--- src/rtl/uart_rx_framed.sv ---
// uart_rx_framed: 16x-oversampled UART receiver (8N1 by default) with start-bit
// glitch rejection, 3-sample majority vote per bit, framing-error and break
// detection, and a 1-entry valid/ready holding register with overrun flag.
//
// Ports:
//   clk        in   system clock, single domain
//   rst        in   synchronous active-high reset
//   rx         in   asynchronous serial line, idle high
//   s_tick     in   one-clk enable pulse at 16x baud
//   dout       out  received byte, stable while dout_valid=1
//   dout_valid out  holding register full
//   dout_ready in   consumer accepts dout when dout_valid & dout_ready
//   frame_err  out  1-clk pulse: stop bit sampled 0, byte discarded
//   overrun    out  1-clk pulse: good byte dropped because holding register full
//   brk        out  level: break condition active
module uart_rx_framed #(
   parameter int DBIT    = 8,
   parameter int SB_TICK = 16
) (
   input  logic            clk,
   input  logic            rst,
   input  logic            rx,
   input  logic            s_tick,
   output logic [DBIT-1:0] dout,
   output logic            dout_valid,
   input  logic            dout_ready,
   output logic            frame_err,
   output logic            overrun,
   output logic            brk
);

   localparam int TW = $clog2(SB_TICK) + 1;
   localparam int NW = (DBIT > 1) ? $clog2(DBIT) : 1;

   typedef enum logic [2:0] {
      S_IDLE,
      S_START,
      S_DATA,
      S_STOP,
      S_BRK
   } state_e;

   state_e          state_q, state_d;
   logic            rx_meta_q, rx_s_q;
   logic [TW-1:0]   t_q, t_d;
   logic [NW-1:0]   n_q, n_d;
   logic [DBIT-1:0] shreg_q, shreg_d;
   logic [1:0]      vote_q, vote_d;
   logic            bit_q, bit_d;
   logic [DBIT-1:0] dout_q, dout_d;
   logic            dv_q, dv_d;
   logic            fe_q, fe_d;
   logic            ov_q, ov_d;
   logic            deliver;
   logic            maj;

   assign maj = (vote_q[0] & vote_q[1]) | (vote_q[0] & rx_s_q) | (vote_q[1] & rx_s_q);

   always_comb begin
      state_d = state_q;
      t_d     = t_q;
      n_d     = n_q;
      shreg_d = shreg_q;
      vote_d  = vote_q;
      bit_d   = bit_q;
      dout_d  = dout_q;
      dv_d    = dv_q;
      fe_d    = 1'b0;
      ov_d    = 1'b0;
      deliver = 1'b0;

      // Vote samples at t=7,8,9; the decided bit is ready well before t=15.
      if (s_tick && (state_q == S_DATA || state_q == S_STOP)) begin
         if (t_q == TW'(7)) vote_d[0] = rx_s_q;
         else if (t_q == TW'(8)) vote_d[1] = rx_s_q;
         else if (t_q == TW'(9)) bit_d = maj;
      end

      case (state_q)
         S_IDLE: begin
            if (!rx_s_q) begin
               state_d = S_START;
               t_d     = '0;
            end
         end
         S_START: begin
            // Glitch check at mid-start; DATA begins at the bit boundary so that
            // its t=7..9 vote window sits in the middle of each data bit.
            if (s_tick) begin
               if (t_q == TW'(7) && rx_s_q) begin
                  state_d = S_IDLE;
               end else if (t_q == TW'(15)) begin
                  state_d = S_DATA;
                  t_d     = '0;
                  n_d     = '0;
               end else begin
                  t_d = t_q + 1'b1;
               end
            end
         end
         S_DATA: begin
            if (s_tick) begin
               if (t_q == TW'(15)) begin
                  shreg_d = {bit_q, shreg_q[DBIT-1:1]};
                  t_d     = '0;
                  if (n_q == NW'(DBIT - 1)) state_d = S_STOP;
                  else n_d = n_q + 1'b1;
               end else begin
                  t_d = t_q + 1'b1;
               end
            end
         end
         S_STOP: begin
            if (s_tick) begin
               if (t_q == TW'(SB_TICK - 1)) begin
                  t_d = '0;
                  if (bit_q) begin
                     deliver = 1'b1;
                     state_d = S_IDLE;
                  end else begin
                     fe_d    = 1'b1;
                     state_d = (shreg_q == '0) ? S_BRK : S_IDLE;
                  end
               end else begin
                  t_d = t_q + 1'b1;
               end
            end
         end
         S_BRK: begin
            if (rx_s_q) state_d = S_IDLE;
         end
         default: state_d = S_IDLE;
      endcase

      if (deliver) begin
         if (!dv_q || dout_ready) begin
            dout_d = shreg_q;
            dv_d   = 1'b1;
         end else begin
            ov_d = 1'b1;
         end
      end else if (dv_q && dout_ready) begin
         dv_d = 1'b0;
      end
   end

   always_ff @(posedge clk) begin
      if (rst) begin
         rx_meta_q <= 1'b1;
         rx_s_q    <= 1'b1;
         state_q   <= S_IDLE;
         t_q       <= '0;
         n_q       <= '0;
         shreg_q   <= '0;
         vote_q    <= '0;
         bit_q     <= 1'b0;
         dout_q    <= '0;
         dv_q      <= 1'b0;
         fe_q      <= 1'b0;
         ov_q      <= 1'b0;
      end else begin
         rx_meta_q <= rx;
         rx_s_q    <= rx_meta_q;
         state_q   <= state_d;
         t_q       <= t_d;
         n_q       <= n_d;
         shreg_q   <= shreg_d;
         vote_q    <= vote_d;
         bit_q     <= bit_d;
         dout_q    <= dout_d;
         dv_q      <= dv_d;
         fe_q      <= fe_d;
         ov_q      <= ov_d;
      end
   end

   assign dout       = dout_q;
   assign dout_valid = dv_q;
   assign frame_err  = fe_q;
   assign overrun    = ov_q;
   assign brk        = (state_q == S_BRK);

endmodule

--- config.mk ---
export PLATFORM = sky130hd
export DESIGN_NAME = uart_rx_framed
export DESIGN_NICKNAME = d
export VERILOG_FILES = /design/src/rtl/uart_rx_framed.sv
export SDC_FILE = /design/constraint.sdc
export NUM_CORES = 1
export LEC_CHECK = 0
export CORE_MARGIN = 1
export CORE_UTILIZATION = 45
export DETAILED_ROUTE_END_ITERATION = 12
export GPL_TIMING_DRIVEN = 0
export PLACE_DENSITY_LB_ADDON = 0.08
export SETUP_SLACK_MARGIN = 0.2
export SLEW_MARGIN = 20
export SYNTH_ARGS = -nofsm -noshare
export SYNTH_HDL_FRONTEND = slang
export SYNTH_SLANG_ARGS = --single-unit
--- constraint.sdc ---
create_clock -name clk -period 2.51 [get_ports clk]
set_input_delay 0.3765 -clock clk [delete_from_list [all_inputs] [get_ports clk]]
set_output_delay 0.3765 -clock clk [all_outputs]
set_load 0.05 [all_outputs]
==> reports/metrics.yaml <==
synth-main-ff-cell: "dfxtp_1"
vias: 1261
worstPathCellList: "buf_2, inv_1, nor3_1, dlygate4sd2_1"
area_growth_pct: 16.5
r2r_cells: 5
wirelength_um: 3250
layout-drive-gt1-share: 0.104
cap_violations: 0
gp_congestion: 0.820
synth_area_leaders: "dfxtp_1 43%, mux2i_1 13%, nor2_1 4.8%"
yosysWarnings: 0
use_met2: 0.318
final-setup-viol-count: 0
cts_buffers: 5
outcome: "finished, final reports clean"
dp_slack_ns: 0.180
ff_latch_area_um2: 701
synth_nets: 179
r2r_end: "t_q[3]$_SDFFE_PP0P_"
multi_input_area_um2: 866
clkSinkCount: 35
drc: 0
min_period_ns: 2.09
grt_use_met1: 0.239
synth-edff-count: 0
p_leak_nw: 0.769
rsz0062_at_grt: "false"
fillerInstances: 320
grt_pass1_vias: 1298
start_kind: "flop"
dieArea_mm2: 0.00389
yosysUniqueCellTypes: 44
period_share: 0.833
diodes: 0
clock_skew_ns: 0.0115
critPathMaxStageDelay_ns: 0.55
grt_pass1_wl_um: 6020
fmax_mhz: 478
r2r_slack_ns: 0.55
hold-path-cell-count: 1
synth_seq_area_share: 0.427
ios: 17
firstDrtPassIters: 4
h-tree-depth: 2
grt_busiest_layer: "met2"
relSlewSlack: 0.608
place_hpwl_um: 2300
grt_use_met3: 0.0547
slew_violations: 0
timing.rr.start: "t_q[0]$_SDFFE_PP0P_"
place_area_mm2: 0.00185
antenna_found_initial: 0
tns_ns: 0
die_x_um: 62.4
arrival_ns: 1.72
fin_ws_ns: 0.418
clock_latency_ns: 0.34
coreArea_mm2: 0.00342
clock_path_buffers: 2
cts_tree: "yes"
path_max_fanout: 10
post_drt_wl_per_cell_um: 13.7
first_iter_violations: 60
netlist_area_mm2: 0.00164
hold_violations: 0
netlist_instances: 169
die_h_um: 62.4
synthArstFlopShare: 0
detail-route-antenna-nets: 0
fin_nets: 201
cp.required_ns: 2.13
ir_worst_vdd_mv: 0.365
port_buffers: 15
fin_util: 0.560
holdPathEnd: "rx_s_q$_SDFF_PP1_"
hold_class: "flop to flop"
worst-setup-path-type: "flop to output port"
grt_max_degree: 12
syn_avg_cell_area_um2: 9.71
cts_root_buffer: "clkbuf_4"
grt_overflow: 0
path_clk_slew_ns: 0.11
synth_largest_area_cell: "dfxtp_1"
rows: 21
track_usage: 0.194
worstHoldStart: "rx_meta_q$_SDFF_PP1_"
p_per_area_mw_per_mm2: 516
critPathCaptureType: "output port"
worst_pin_slew_ns: 0.587
cp_slowest_cell: "dlygate4sd2_1"
finalInstanceArea_mm2: 0.00191
start_util: 0.481
routed_via_density: 5.30
synth_top_area_frac: 0.427
yosys_register_bits: 35
-- worst max-delay path: cells and delay by family, from the launching register on --
family | cells | cell delay [ns]
buffers and inverters | 3 | 0.86
DFF | 1 | 0.33
and+or+nand+nor | 1 | 0.19
-- how the worst max path moves through the flow --
| stage | from | to | cells after the start | slack (ns) |
|---|---|---|---|---|
| floorplan | state_q[2]$_SDFFE_PP0P_ | brk | 3 | 0.46 |
| global placement | s_tick | t_q[3]$_SDFFE_PP0P_ | 5 | 0.24 |
| detailed placement | s_tick | t_q[3]$_SDFFE_PP0P_ | 5 | 0.18 |
| CTS | state_q[2]$_SDFFE_PP0P_ | brk | 4 | 0.39 |
| global route | state_q[2]$_SDFFE_PP0P_ | brk | 4 | 0.25 |
| finish | state_q[2]$_SDFFE_PP0P_ | brk | 4 | 0.42 |
-- layout by cell type, fill, tap and decap left out, types with 2 or more instances in the layout --
cell and n:
clkbuf_1 6, dfxtp_1 35, nor3b_1 2, and2b_1 2, nor2b_1 5, nand2_1 6
ha_1 5, nor2_1 21, a21oi_1 5, clkdlybuf4s50_1 14, nand4_1 2, clkbuf_4 5
or2_2 2, inv_1 6, buf_2 3, or4_1 3, nor4b_1 2, and4b_1 2
nand2b_1 3, o21ai_0 2, nor3_1 6, mux2i_1 21, and3_1 4, nor4_1 2
nand3_1 3, and2_1 2
-- cells by family (layout without fill, tap and decap cells) --
group | count (synthesis) | in the layout | share of synthesized area
and+or+nand+nor | 71 | 71 | 0.245
adders and majority gates | 6 | 6 | 0.0442
muxes | 22 | 22 | 0.135
AOI/OAI and AO/OA | 19 | 19 | 0.104
DFF | 35 | 35 | 0.427
buffers and inverters | 16 | 39 | 0.0457
-- routing by layer --
| metal | vias to the layer above | share of wire |
|---|---|---|
| met5 | - | 0 |
| met4 | 0 | 0.019 |
| met3 | 6 | 0.027 |
| met2 | 15 | 0.48 |
| met1 | 592 | 0.48 |
| li1 | 648 | - |
-- cell type report --
| cell class | count | share of cell area |
|---|---|---|
| clock inverters | 1 | 0.00458 |
| repair buffers | 15 | 0.0779 |
| multi-input cells | 118 | 0.453 |
| flip-flops and latches | 35 | 0.366 |
| clock buffers | 7 | 0.0288 |
| well taps | 46 | 0.0301 |
| plain buffers | 10 | 0.0275 |
| inverters | 6 | 0.0118 |
-- stage by stage --
stage / instances / hold slack (ns) / power (mW)
finish: 238 / 0.443 / 0.987
global route: 238 / 0.468 / 1.04
detailed placement: 230 / 0.409 / 0.671
global placement: 230 / 0.410 / 0.668
CTS: 238 / 0.441 / 0.997
floorplan: 169 / 0.389 / 0.647
-- cells in the mapped netlist (2+ instances only) --
library cell	instances
and2b_1	2
and3_1	4
buf_2	3
or4_1	3
o21ai_0	2
dfxtp_1	35
nor3b_1	2
ha_1	5
nor2b_1	5
nor2_1	21
nand2_1	6
inv_1	6
clkbuf_1	5
and2_1	2
nor3_1	6
or2_2	2
nand2b_1	3
nor4_1	2
mux2i_1	21
nand4_1	2
a21oi_1	5
nand3_1	3
nor4b_1	2
and4b_1	2
-- report_power, final --
part           leakage, nW  total [mW]  switching, mW  internal, mW
clock               0.0355       0.327          0.188         0.139
combinational        0.451      0.0908         0.0526        0.0382
sequential           0.282       0.568        0.00806         0.560
total                0.769       0.987          0.249         0.738
-- what timing repair did --
action	in CTS	in global routing
setup endpoints to repair	1	0
setup buffers	0	0
hold endpoints to repair	0	0
resized for setup	1	0
hold buffers	0	0
-- flip-flops by register name, indices dropped and copies added, names as in the netlist, 2 cells and up --
signal,cells
shreg_q,8
dout,8
n_q,3
vote_q,2
state_q,3
t_q,5
Power figures use the tool's default switching activity.
